### config.mk
export PLATFORM = sky130hd
export DESIGN_NAME = seg_scan_scheduler
export DESIGN_NICKNAME = d
export VERILOG_FILES = /design/src/rtl/seg_scan_scheduler.sv
export SDC_FILE = /design/constraint.sdc
export NUM_CORES = 1
export LEC_CHECK = 0
export ABC_AREA = 1
export CAP_MARGIN = 15
export CORE_MARGIN = 3
export CORE_UTILIZATION = 44
export DETAILED_ROUTE_END_ITERATION = 12
export GPL_TIMING_DRIVEN = 1
export PLACE_DENSITY = 0.86
export SETUP_SLACK_MARGIN = 0.02
export SYNTH_ARGS = -nofsm -noshare
export SYNTH_HDL_FRONTEND = slang
export SYNTH_SLANG_ARGS = --single-unit
export TNS_END_PERCENT = 50
### constraint.sdc
create_clock -name clk -period 1.63 [get_ports clk]
set_input_delay 0.489 -clock clk [delete_from_list [all_inputs] [get_ports clk]]
set_output_delay 0.489 -clock clk [all_outputs]
set_load 0.05 [all_outputs]
### src/rtl/seg_scan_scheduler.sv
// seg_scan_scheduler: four-digit multiplexed display scanner fed by
// two round-robin requesters through a tear-free double buffer.
module seg_scan_scheduler #(
   parameter int DWELL_CYCLES = 1024,
   parameter int BLANK_LZ     = 1
) (
   input  logic        clk,
   input  logic        rst,
   input  logic        a_valid,
   input  logic [15:0] a_data,
   output logic        a_ready,
   input  logic        b_valid,
   input  logic [15:0] b_data,
   output logic        b_ready,
   output logic [3:0]  seg_anode,
   output logic [3:0]  bcd_out,
   output logic [15:0] shown_value,
   output logic        last_owner,
   output logic        frame_tick
);

   localparam logic [15:0] CNT_MAX = 16'(DWELL_CYCLES - 1);
   localparam logic        LZ_EN   = (BLANK_LZ != 0);

   logic [1:0]  r_idx;
   logic [15:0] r_cnt;
   logic [15:0] r_active;
   logic [15:0] r_pend;
   logic        r_pfull;
   logic        r_last;
   logic [3:0]  r_anode;
   logic [3:0]  r_bcd;

   logic        w_wrap;
   logic        w_tick;
   logic        w_xfer;
   logic [15:0] w_cnt_nxt;
   logic [1:0]  w_idx_nxt;
   logic [15:0] w_active_nxt;
   logic        w_grant_a;
   logic        w_grant_b;
   logic        w_acc_a;
   logic        w_acc_b;
   logic [3:1]  w_zhi;
   logic        w_blank;
   logic [3:0]  w_nib;
   logic [3:0]  w_anode_nxt;
   logic [3:0]  w_bcd_nxt;

   assign w_wrap    = (r_cnt == CNT_MAX);
   assign w_tick    = w_wrap & (r_idx == 2'd3);
   assign w_cnt_nxt = w_wrap ? 16'd0 : r_cnt + 16'd1;
   assign w_idx_nxt = w_wrap ? r_idx + 2'd1 : r_idx;

   // A pending value only moves to the display at the frame
   // boundary, so a frame never mixes digits of two values.
   assign w_xfer       = w_tick & r_pfull;
   assign w_active_nxt = w_xfer ? r_pend : r_active;

   // Round-robin: on a tie the requester that did not win last.
   assign w_grant_a = a_valid & (~b_valid | r_last);
   assign w_grant_b = b_valid & (~a_valid | ~r_last);

   assign a_ready = ~rst & ~r_pfull & w_grant_a;
   assign b_ready = ~rst & ~r_pfull & w_grant_b;
   assign w_acc_a = a_valid & a_ready;
   assign w_acc_b = b_valid & b_ready;

   // Digit i is a leading zero when it and all digits left of it
   // are zero; computed on the value about to be displayed.
   assign w_zhi[3] = (w_active_nxt[15:12] == 4'h0);
   assign w_zhi[2] = w_zhi[3] & (w_active_nxt[11:8] == 4'h0);
   assign w_zhi[1] = w_zhi[2] & (w_active_nxt[7:4] == 4'h0);

   // Select the next digit nibble and its blanking state.
   always_comb begin
      w_nib   = 4'h0;
      w_blank = 1'b0;
      case (w_idx_nxt)
         2'd0: begin
            w_nib   = w_active_nxt[3:0];
            w_blank = 1'b0;
         end
         2'd1: begin
            w_nib   = w_active_nxt[7:4];
            w_blank = w_zhi[1];
         end
         2'd2: begin
            w_nib   = w_active_nxt[11:8];
            w_blank = w_zhi[2];
         end
         default: begin
            w_nib   = w_active_nxt[15:12];
            w_blank = w_zhi[3];
         end
      endcase
      w_blank = w_blank & LZ_EN;
   end

   assign w_anode_nxt = w_blank ? 4'b1111
                                : ~(4'b0001 << w_idx_nxt);
   assign w_bcd_nxt   = w_blank ? 4'h0 : w_nib;

   // Scan position: dwell counter and digit index.
   always_ff @(posedge clk) begin
      if (rst) begin
         r_cnt <= 16'd0;
         r_idx <= 2'd0;
      end else begin
         r_cnt <= w_cnt_nxt;
         r_idx <= w_idx_nxt;
      end
   end

   // Pending/active buffer and ownership of the last write.
   always_ff @(posedge clk) begin
      if (rst) begin
         r_active <= 16'h0000;
         r_pend   <= 16'h0000;
         r_pfull  <= 1'b0;
         r_last   <= 1'b1;
      end else if (w_xfer) begin
         r_active <= r_pend;
         r_pfull  <= 1'b0;
      end else if (w_acc_a | w_acc_b) begin
         r_pend  <= w_acc_b ? b_data : a_data;
         r_pfull <= 1'b1;
         r_last  <= w_acc_b;
      end
   end

   // Display drive registered from next-state values so the
   // anode and nibble switch together with the index.
   always_ff @(posedge clk) begin
      if (rst) begin
         r_anode <= 4'b1110;
         r_bcd   <= 4'h0;
      end else begin
         r_anode <= w_anode_nxt;
         r_bcd   <= w_bcd_nxt;
      end
   end

   assign seg_anode   = r_anode;
   assign bcd_out     = r_bcd;
   assign shown_value = r_active;
   assign last_owner  = r_last;
   assign frame_tick  = (r_idx == 2'd3) & (r_cnt == CNT_MAX);

endmodule

Word-level counts from Yosys, hierarchy flattened
Cells that the tools add are included.
{"block": "op_classes", "n_reduce_logical": 8, "addsub": 2, "bitwise": 21, "shifts": 1, "eq_ne": 4, "n_mux": 6}
{"cell": "$mux W16", "n": 2}
{"cell": "$add A16 B1 Y16 const B", "n": 1}
{"cell": "$eq A16 B10 Y1 const B", "n": 1}
{"cell": "$logic_not A4 Y1", "n": 3}
{"cell": "$pmux W4 S3", "n": 1}
{"cell": "$and A1 B1 Y1", "n": 11}
{"cell": "$not A1 Y1", "n": 6}
{"cell": "$reduce_or A2 Y1", "n": 3}
{"cell": "$eq A2 B2 Y1 const B", "n": 2}
{"cell": "$not A4 Y4", "n": 1}
{"cell": "$shl A1 B2 Y4 const A", "n": 1}
{"cell": "$or A1 B1 Y1", "n": 3}
{"cell": "$pmux W1 S3", "n": 1}
{"cell": "$add A2 B1 Y2 const B", "n": 1}
{"cell": "$eq A2 B1 Y1 const B", "n": 1}
{"cell": "$logic_not A2 Y1", "n": 1}
{"cell": "$mux W2", "n": 1}
{"cell": "$reduce_and A2 Y1", "n": 1}
{"cell": "$mux W1", "n": 1}
{"block": "totals", "input_bits": 36, "register_bits": 60, "wordCells": 51, "out_inout_bits": 28}

Depth between registers and ports, before layout
Gate-level depths: netlist of run 1.
{"block": "depth", "word_depth": 9, "depth_mapped": 16, "mapped_depth_nobuf": 16}

Worst setup path before layout of run 1
Ideal clock, no wire load.
{"block": "synth_timing", "kind": "flip-flop to flip-flop", "startpoint": "reg r_last (netlist: last_owner)", "endpoint": "reg r_pend[10]", "slack_ns": -1.520, "required_ns": 1.556, "stages_incl_launch_ff": 8, "period_less_slack_ns": 3.150, "path_buffers": 1, "t_arrival_ns": 3.075, "setup_ns": 0.074, "cell_sequence": "dfxtp_1 > nor2_1 > nor4_1 > inv_1 > nand2_1 > clkbuf_1 > o21ai_0 > a31oi_1"}
{"block": "synth_via", "word_cells_on_any_way": 12, "cone_classes": "1 x mux; 10 x bitwise; 1 x reduce/logical"}
{"element": "from (decl)", "line": "30", "text": "logic r_last;"}
{"element": "from (signal assigned)", "line": "128", "text": "r_last <= w_acc_b;"}
{"element": "$or A1 B1 Y1", "line": "61", "text": "assign w_grant_a = a_valid & (~b_valid | r_last);"}
{"element": "$and A1 B1 Y1", "line": "61"}
{"element": "$and A1 B1 Y1", "line": "64", "text": "assign a_ready = ~rst & ~r_pfull & w_grant_a;"}
{"element": "named net a_ready", "line": "11", "text": "output logic a_ready,"}
{"element": "$and A1 B1 Y1", "line": "66", "text": "assign w_acc_a = a_valid & a_ready;"}
{"element": "$or A1 B1 Y1", "line": "125", "text": "end else if (w_acc_a | w_acc_b) begin"}
{"element": "$reduce_and A2 Y1 (no source line)"}
{"element": "to (signal assigned)", "line": "126", "text": "r_pend <= w_acc_b ? b_data : a_data;"}
{"element": "to (decl)", "line": "28", "text": "logic [15:0] r_pend;"}
The timed path passes the listed nets, and every way through them passes these cells.
A chain may end at the register's enable or synchronous reset.

Worst setup path in the final report of run 1
{"block": "layout_timing", "startpoint": "reg r_cnt[14]", "endpoint": "reg r_anode[3] (netlist: seg_anode[3])"}
{"block": "layout_via", "elab_chain_cells": 9, "word_cells_on_any_way": 17, "cone_classes": "3 x eq/ne; 1 x shift; 3 x mux; 5 x bitwise; 5 x reduce/logical"}
{"element": "from (decl)", "line": "26", "text": "logic [15:0] r_cnt;"}
{"element": "from (signal assigned)", "line": "110", "text": "r_cnt <= w_cnt_nxt;"}
{"element": "$eq A16 B10 Y1 *", "line": "50", "text": "assign w_wrap = (r_cnt == CNT_MAX);"}
{"element": "$and A1 B1 Y1", "line": "51", "text": "assign w_tick = w_wrap & (r_idx == 2'd3);"}
{"element": "$and A1 B1 Y1", "line": "57", "text": "assign w_xfer = w_tick & r_pfull;"}
{"element": "$mux W16"}
{"element": "$logic_not A4 Y1, on equally long branches", "line": "71, 72"}
{"element": "$and A1 B1 Y1", "line": "72", "text": "assign w_zhi[2] = w_zhi[3] & (w_active_nxt[11:8] == 4'h0);"}
{"element": "$and A1 B1 Y1", "line": "73", "text": "assign w_zhi[1] = w_zhi[2] & (w_active_nxt[7:4] == 4'h0);"}
{"element": "$pmux W1 S3", "line": "79", "text": "case (w_idx_nxt)"}
{"element": "$reduce_or A2 Y1 (no source line)"}
{"element": "to (signal assigned)", "line": "139", "text": "r_anode <= w_anode_nxt;"}
{"element": "to (decl)", "line": "31", "text": "logic [3:0] r_anode;"}
Mark *: on every way between the ends. The rest lies on a longest branch, timed or not.

==> results of run 1 <==
per-stage QoR:
stage	util, %	power, W	hold WS [ps]	instance area (sq um)	setup TNS [ps]
6_report	92.6	0.00366	517	5250	-13250
5_1_grt	92.6	0.00371	531	5250	-15730
4_1_cts	83.9	0.00348	517	4760	-5350
3_5_place_dp	73.0	0.00192	503	4140	-17950
3_3_place_gp	73.0	0.00190	463	4140	-14960
2_1_floorplan	-	0.00174	418	2730	-6830
sequential cells by signal, summed over array words and instances, names as in the netlist:
register	count
shown_value	16
bcd_out	4
r_pend	16
r_pfull	1
seg_anode	4
last_owner	1
r_cnt	16
r_idx	2
cells in the mapped netlist:
master	n	area, sq um
nand2_1	103	387
dfxtp_1	60	1200
nor2_1	37	139
inv_1	30	113
a21oi_1	26	130
o21ai_0	22	110
nand3_1	18	90.1
a31oi_1	16	100
clkbuf_1	9	33.8
nand2_2	7	43.8
nand4_1	6	37.5
nor3_1	5	25.0
inv_2	4	15.0
nand2_4	3	33.8
nor2_2	3	18.8
nor2_4	3	33.8
a211oi_1	2	15.0
ha_1	2	25.0
a2111oi_0	1	8.76
buf_1	1	3.75
buf_2	1	5.00
buf_6	1	11.3
clkinv_1	1	3.75
clkinv_2	1	5.00
nand4_4	1	21.3
nor3b_1	1	7.51
nor4_1	1	6.26
o211ai_1	1	7.51
o21ai_1	1	5.00
o21ai_2	1	8.76
or2_2	1	6.26
xnor2_1	1	8.76
xor2_1	1	8.76
kinds of logic (layout without fill, tap and decap cells):
kind of cell / after synthesis / after routing / synth area share [%]
buf+inv: 48 / 219 / 7.13
fa+ha+maj: 2 / 2 / 0.937
flops: 60 / 60 / 45.0
simple gates: 189 / 190 / 31.8
compound gates: 70 / 70 / 14.4
xor+xnor: 2 / 2 / 0.656
repair_timing:
| action | in CTS | in global routing |
|---|---|---|
| gates cloned | 1 | 0 |
| buffers inserted | 26 | 24 |
| resized for setup | 67 | 110 |
| setup endpoints to repair | 46 | 60 |
| pin swaps | 12 | 31 |
critical path, stage by stage (launching register included):
cell,delay [ps]
dfxtp_2,340
buf_4,150
inv_1,100
nand2_1,100
nor2_2,210
nand2_1,150
nor2_4,210
buf_6,150
nand4_1,180
nand2_1,150
nor2_1,100
nand2_1,100
nor2_2,50
nand2_2,120
buf_4,130
nand3_2,50
path summary, 6_finish.rpt:
| path | endpoint | slack [ps] | depth (start not counted) |
|---|---|---|---|
| setup reg to reg | seg_anode[3] | -760 | 15 |
| setup / recovery | seg_anode[3] | -760 | 15 |
| hold reg to reg | shown_value[1] | 520 | 2 |
| hold / removal | shown_value[1] | 520 | 2 |
metal layers:
layer  up-vias  part of all wire, %  routed length, microns
met4         0                  9.2                    1430
li1       1554                    -                       -
met1      1776                   34                    5270
met3       154                   13                    2020
met2       464                   44                    6820
met5         -                    0                       0
where the power goes:
group | internal (W) | switching [W]
Clock | 0.000951 | 0.000660
Sequential | 0.00152 | 0.0000558
Combinational | 0.000224 | 0.000251
final cells by class:
cell class                 instances  area [sq um]  area share (%)
multi-input combinational        264          1750            33.3
sequential                        60          1220            23.2
clock buffer                      12           156            2.98
tap                               72          90.1            1.71
inverter                          36           164            3.12
timing repair buffer             167          1800            34.3
clock inverter                     4          70.1            1.33
cells in the final DEF (no fill, tap or decap), drive strengths merged:
master / n
nand4: 8
dlygate4sd2: 1
nor3b: 1
a31oi: 16
nor4: 1
xnor2: 1
o21ai: 24
bufinv: 2
ha: 2
clkbuf: 12
xor2: 1
nor2: 43
nor3: 5
o211ai: 1
dfxtp: 60
a21oi: 26
clkdlybuf4s50: 32
a2111oi: 1
clkinv: 4
nand2: 113
buf: 132
inv: 34
clkdlybuf4s15: 2
nand3: 18
or2: 1
a211oi: 2
==> flow_summary_export.csv, run 1 <==
group,metric,value,unit
outcome,outcome,"complete, but fails checks",
outcome,failed_checks,"negative setup slack",
grt,grt_pass1_wl,18100,microns
layout,nFillCells,195,
yosys,netlist_instances,371,
clock_tree,clkSinkCount,60,
clock_tree,root_buffer,"clkbuf_8",
worst_hold_path,hp-class,"reg2reg",
sta,max_freq,0.418,GHz
placed_design,gp_congestion,0.823,
setup_path,crit_arrival,2650,ps
detailed_routing,drt_iter0_markers,595,
clock_tree,clockBufferDepth,2,
detailed_routing,vias,3948,
sta,finClkSkew,15.8,ps
setup_path,timing.rr.start,"r_cnt[14]",
detailed_routing,drc,0,
sta,setup_viol,52,
setup_path,worstPathRequired,1890,ps
yosys,syn_avg_cell_area,7.19,sq um
clock_tree,hold_buffers,0,
yosys,synth-seq-area-share,45.0,%
grt,use_met3,8.00,%
setup_path,worstPathMaxFanout,5,
detailed_routing,postRouteAntennaNets,0,
grt,grt_max_degree,23,
sta,drv_slew,0,
layout,drive_gt1_share,50.5,%
power,power_density,697,mW/mm^2
die,initial_utilization,47.0,%
die,coreArea,0.00568,sq mm
sta,worst_pin_slew,380,ps
grt,use_met2,55.7,%
grt,grt_pass1_vias,3532,
detailed_routing,wire_per_inst,25.3,microns
clock_tree,cts_buffers,9,
sta,period_share,147,%
grt,antenna_found_initial,0,
sta,rsz0062_at_grt,"yes",
clock_tree,insertion_delay,360,ps
yosys,synth-seq-cells,60,
die,dieArea,0.00704,sq mm
die,die_h,83.9,microns
clock_tree,clkTransAtPathRegs,70,ps
placed_design,dp_hpwl,6010,microns
layout,final_nets,576,
flow_run,drv_cap,0,
setup_path,setup.worst_path.class,"reg2reg",
detailed_routing,routed_wl,15500,microns
sta,relSlewSlack,74.6,%
clock_tree,h-tree-depth,3,
worst_hold_path,hold_start,"r_pend[1]",
layout,area_delta_synth_final,96.9,%
grt,use_met1,36.4,%
grt,grt_overflow_total,0,
detailed_routing,firstDrtPassIters,6,
clock_tree,cts_tree,"done",
placed_design,pre_cts_ws,-634,ps
yosys,synth_nets,409,
grt,grtUsageTotal,32.7,%
setup_path,worstSetupStartpoint,"r_cnt[14]",
yosys,synth_area,0.00267,sq mm
sta,final_hold_viol_count,0,
yosys,synth.distinct_cells,33,
placed_design,dp_cells,557,
placed_design,io_buffers,63,
setup_path,end_kind,"flop",
layout,finalNonFillerCells,615,
grt,grt-busiest-layer,"met2",
die,ios,64,
setup_path,startpoint_type,"flop",
die,die_w,83.9,microns
power,vdd_drop_max,0.753,mV
yosys,yosys_warnings,0,
sta,setup_ws,-761,ps
die,rows,27,
power,leakagePower,2.32,nW
sta,fin_crit,2390,ps
layout,n_antenna_cell,0,
detailed_routing,routed_via_density,6.42,
(Power assumes the default switching activity.)
==> inputs of run 2 (changes only) <==
==> constraint.sdc (replaced) <==
create_clock -name clk -period 1.63 [get_ports clk]
set_input_delay 0.326 -clock clk [delete_from_list [all_inputs] [get_ports clk]]
set_output_delay 0.326 -clock clk [all_outputs]
set_load 0.05 [all_outputs]
==> run 2 against run 1 <==
  * The flow still finishes with violations (negative setup slack)
  * Power down 7.8%
  * First-iteration DRC count down 26%
  * Global-route usage down 3.6 points
  * Clock power down 13%
  * Register-to-register slack better by 190 ps
  * Sequential cell count unchanged
  * Wire length down 18%
  * Via count down 7.5%
  * Final area down 10%
  * Worst hold slack worse by 3.6 ps
  * Clock skew down 3.5 ps
  * Largest cell class is now multi-input combinational cells
  * Largest power group is now sequential cells
==> flow_summary_export.csv, run 2 (synthesis results as in run 1) <==
group,metric,value,unit
layout,final_nets,561,
detailed_routing,routed_wl,12700,microns
worst_hold_path,hp-class,"reg2reg",
setup_path,setup.worst_path.class,"reg2reg",
clock_tree,h-tree-depth,3,
sta,relSlewSlack,77.6,%
sta,max_freq,0.455,GHz
detailed_routing,firstDrtPassIters,7,
sta,setup_viol,43,
setup_path,crit_arrival,2450,ps
grt,grt_max_degree,34,
grt,grt_pass1_wl,16300,microns
clock_tree,clockBufferDepth,2,
die,die_w,83.9,microns
layout,n_antenna_cell,0,
die,dieArea,0.00704,sq mm
die,coreArea,0.00568,sq mm
power,power_density,713,mW/mm^2
placed_design,pre_cts_ws,-353,ps
clock_tree,clkTransAtPathRegs,80,ps
layout,area_delta_synth_final,77.3,%
outcome,failed_checks,"negative setup slack",
layout,drive_gt1_share,45.5,%
placed_design,dp_hpwl,5570,microns
grt,antenna_found_initial,0,
clock_tree,insertion_delay,360,ps
sta,period_share,135,%
sta,hold_slack,513,ps
setup_path,startpoint_type,"flop",
grt,grtUsageTotal,29.1,%
sta,drv_slew,0,
layout,final_cell_mix,"buf_4 (97), nand2_1 (81), dfxtp_1 (54)",
sta,fin_crit,2200,ps
detailed_routing,postRouteAntennaNets,0,
sta,worst_pin_slew,332,ps
die,rows,27,
sta,final_hold_viol_count,0,
sta,setup_ws,-568,ps
detailed_routing,drc,0,
power,leakagePower,2.10,nW
clock_tree,hold_buffers,0,
layout,finish.instance_area,0.00473,sq mm
clock_tree,root_buffer,"clkbuf_8",
power,power.total,0.00337,W
clock_tree,cts_buffers,9,
grt,grt_pass1_vias,3336,
die,ios,64,
clock_tree,clkSinkCount,60,
placed_design,gp_congestion,0.859,
clock_tree,cts_tree,"done",
setup_path,worstPathRequired,1880,ps
detailed_routing,drt_iter0_markers,442,
detailed_routing,vias,3650,
grt,grt_overflow_total,0,
setup_path,worstPathMaxFanout,7,
setup_path,end_kind,"flop",
die,die_h,83.9,microns
placed_design,io_buffers,63,
flow_run,drv_cap,0,
layout,layout.area.seq,0.00121,sq mm
power,vdd_drop_max,0.703,mV
outcome,outcome,"complete, but fails checks",
detailed_routing,routed_via_density,6.08,
layout,multi_input_comb_area,0.00170,sq mm
die,initial_utilization,47.0,%
layout,nFillCells,279,
placed_design,placed_area,0.00384,sq mm
detailed_routing,wire_per_inst,21.2,microns
sta,rsz0062_at_grt,"yes",
sta,finClkSkew,12.3,ps
layout,layout_commonest_cell,"buf_4",
## run 2: final cells by class
cell class                 instances  share of cell area (%)
clock buffer                      10                    2.91
sequential                        60                    25.7
clock inverter                     6                    1.32
timing repair buffer             152                    29.3
inverter                          36                    3.09
tap                               72                    1.90
multi-input combinational        264                    35.9
## run 2: where the power goes
group / total, W / leakage, nW / internal, W / switching (W)
clock network: 0.00140 / 0.103 / 0.000745 / 0.000658
registers: 0.00156 / 0.490 / 0.00152 / 0.0000450
logic: 0.000406 / 1.50 / 0.000196 / 0.000210
## run 2: final timing paths
path / start / end / slack (ps) / depth (start not counted)
setup / recovery: r_cnt[1] / bcd_out[3] / -570 / 14
hold / removal: r_pend[13] / shown_value[13] / 510 / 2
setup reg to reg: r_cnt[1] / bcd_out[3] / -570 / 14
hold reg to reg: r_pend[13] / shown_value[13] / 510 / 2
## run 2: critical path, stage by stage, from the launching register on
cell and delay (ps):
dfxtp_2 370, ha_4 160, nand2_4 60, nor2_4 130, nand2_4 80, clkinv_4 70, buf_4 120, nand4_4 170
nand2_1 170, nand2_1 120, buf_4 150, nand2_1 130, nand3_1 130, a21oi_2 170, nor2_4 60
## run 2: metrics by stage
stage / std cells / setup TNS, ps / utilization (%)
floorplan: 371 / -5350 / -
global placement: 551 / -5540 / 67.6
detailed placement: 551 / -6980 / 67.6
CTS: 591 / -2550 / 77.2
global route: 600 / -12030 / 83.4
finish: 600 / -9300 / 83.4
## run 2: routing by layer
metal  track usage [%]  share of wire (%)
met1              33.2                 37
met2              49.0                 46
met3              6.02                 11
met4              18.9                7.1
met5                 0                  0
## run 2: repair_timing
item                       4_1_cts  5_1_grt
pin swaps                       14       32
setup endpoints to repair       20       44
gates cloned                     1        0
resized for setup               41       77
setup buffers                   23        9
==> inputs of run 3 (changes only) <==
Settings changed: GPL_ROUTABILITY_DRIVEN from default to 0, TNS_END_PERCENT 50 to 20.
==> run 3 against run 2 <==
  * The flow still finishes with violations (negative setup slack)
  * Clock skew fell by 0.93 ps
  * Wire length fell by 18%
  * Cell count fell by 1.8%
  * First-iteration DRC count fell by 29%
  * Final area fell by 4.0%
==> flow_summary_export.csv, run 3 (synthesis results as in run 1) <==
group,metric,value,unit
placed_design,pre_cts_ws,-305,ps
sta,worst_pin_slew,304,ps
layout,final_cell_mix,"buf_4 (90), nand2_1 (80), dfxtp_1 (56)",
grt,grt_pass1_wl,13500,microns
sta,setup_viol,43,
setup_path,worstPathMaxFanout,5,
layout,layout.area.seq,0.00121,sq mm
setup_path,path_depth,9,
clock_tree,cts_buffers,9,
die,die_h,83.9,microns
setup_path,cp_num_buf_inv,3,
layout,nFillCells,317,
detailed_routing,wire_per_inst,17.7,microns
setup_path,r2r_slack,-520,ps
outcome,failed_checks,"negative setup slack",
die,dieArea,0.00704,sq mm
die,coreArea,0.00568,sq mm
clock_tree,hold_buffers,0,
setup_path,max_stage_delay,360,ps
detailed_routing,drt_iter0_markers,316,
clock_tree,clockBufferDepth,2,
layout,n_antenna_cell,0,
sta,fin_crit,2180,ps
placed_design,dp_hpwl,5460,microns
worst_hold_path,hp-class,"reg2reg",
sta,period_share,134,%
setup_path,timing.rr.start,"r_cnt[1]",
setup_path,path_cells,"ha_4, nand2_2, nor2_2, nand2_2, clkinv_4, nand2_8, nor2_4, buf_6, buf_12",
die,initial_utilization,47.0,%
sta,final_hold_viol_count,0,
setup_path,worstSetupStartpoint,"r_cnt[1]",
layout,multi_input_comb_area,0.00162,sq mm
worst_hold_path,holdPathStages,2,
setup_path,cpMostUsedCell,"nand2_2",
detailed_routing,firstDrtPassIters,5,
detailed_routing,vias,3347,
sta,rsz0062_at_grt,"yes",
clock_tree,clkTransAtPathRegs,70,ps
placed_design,placed_area,0.00391,sq mm
sta,drv_slew,0,
setup_path,crit_slowest_cell,"dfxtp_2",
detailed_routing,postRouteAntennaNets,0,
outcome,outcome,"complete, but fails checks",
setup_path,end_kind,"output port",
sta,finClkSkew,11.4,ps
setup_path,critPathTopFamily,"simple AND/OR/NAND/NOR gates",
clock_tree,insertion_delay,360,ps
placed_design,io_buffers,63,
grt,grt_pass1_vias,2959,
clock_tree,clkSinkCount,60,
detailed_routing,routed_via_density,5.68,
power,vdd_drop_max,0.555,mV
setup_path,ff2ff_path_depth,14,
setup_path,worstPathRequired,1300,ps
layout,final_nets,550,
detailed_routing,wl_met2,4980,microns
layout,finish.instance_area,0.00454,sq mm
worst_hold_path,hold_start,"shown_value[15]",
die,die_w,83.9,microns
setup_path,setup.worst_path.class,"reg2out",
sta,setup_ws,-551,ps
detailed_routing,wl_met3,897,microns
detailed_routing,drt-met1-wl,3970,microns
grt,grt_max_degree,34,
grt,grtUsageTotal,23.7,%
die,ios,64,
sta,relSlewSlack,79.7,%
power,leakagePower,1.99,nW
grt,antenna_found_initial,0,
die,rows,27,
sta,setup_tns,-9770,ps
grt,grt_overflow_total,0,
power,power_density,731,mW/mm^2
power,power.total,0.00332,W
flow_run,drv_cap,0,
detailed_routing,top_layer,"met4",
setup_path,reg2reg_to,"bcd_out[0]",
worst_hold_path,hold_end,"shown_value[15]",
layout,layout_commonest_cell,"buf_4",
setup_path,crit_arrival,1850,ps
sta,max_freq,0.459,GHz
detailed_routing,drc,0,
clock_tree,h-tree-depth,3,
clock_tree,root_buffer,"clkbuf_8",
clock_tree,cts_tree,"done",
layout,drive_gt1_share,41.8,%
detailed_routing,routed_wl,10400,microns
layout,area_delta_synth_final,70.2,%
setup_path,startpoint_type,"flop",
## run 3: worst register-to-register path, cell delays in order, from the launching register on
cell and delay [ps]:
dfxtp_2 360, ha_4 140, nand2_2 60, nor2_2 140
nand2_2 120, buf_6 140, nor2_4 220, nand2_2 130
nand2_4 120, nand2_4 70, inv_1 180, o211ai_1 140
nand3_1 120, nor2_1 60, nor2_2 100
## run 3: worst max path at each step
stage                        end  slack, ps
floorplan           seg_anode[3]       -250
global placement      bcd_out[3]       -210
detailed placement    bcd_out[3]       -300
CTS                   frame_tick       -350
global route          bcd_out[0]       -660
finish                frame_tick       -550
## run 3: layout make-up
cell class,count,area share (%)
Multi-Input combinational cell,264,35.7
Timing Repair Buffer,141,28.0
Inverter,36,3.25
Sequential cell,60,26.7
Clock inverter,7,1.68
Clock buffer,9,2.73
Tap cell,72,1.98
## run 3: repair_timing
action                                  CTS  global route
resized for setup                        29            68
pin swaps                                 9            33
hold endpoints to repair                  0             0
cloned                                    0             1
endpoints found under the setup margin   26            40
buffers inserted                          3             9
## run 3: power breakdown
part,total (W),internal (W),leakage [nW],switching [W]
clock network,0.00139,0.000712,0.0958,0.000676
registers,0.00156,0.00152,0.489,0.0000450
logic,0.000369,0.000185,1.41,0.000183
## run 3: routing by layer
metal	GRT usage [%]	vias up
met5	0	-
met4	14.0	0
met3	4.74	60
met2	40.7	246
met1	27.1	1538
li1	-	1503
## run 3: per-stage QoR
stage / util [%] / instances / hold slack, ps
2_1_floorplan: - / 371 / 420
3_3_place_gp: 68.8 / 560 / 468
3_5_place_dp: 68.8 / 560 / 482
4_1_cts: 74.4 / 579 / 494
5_1_grt: 80.0 / 589 / 537
6_report: 80.0 / 589 / 486
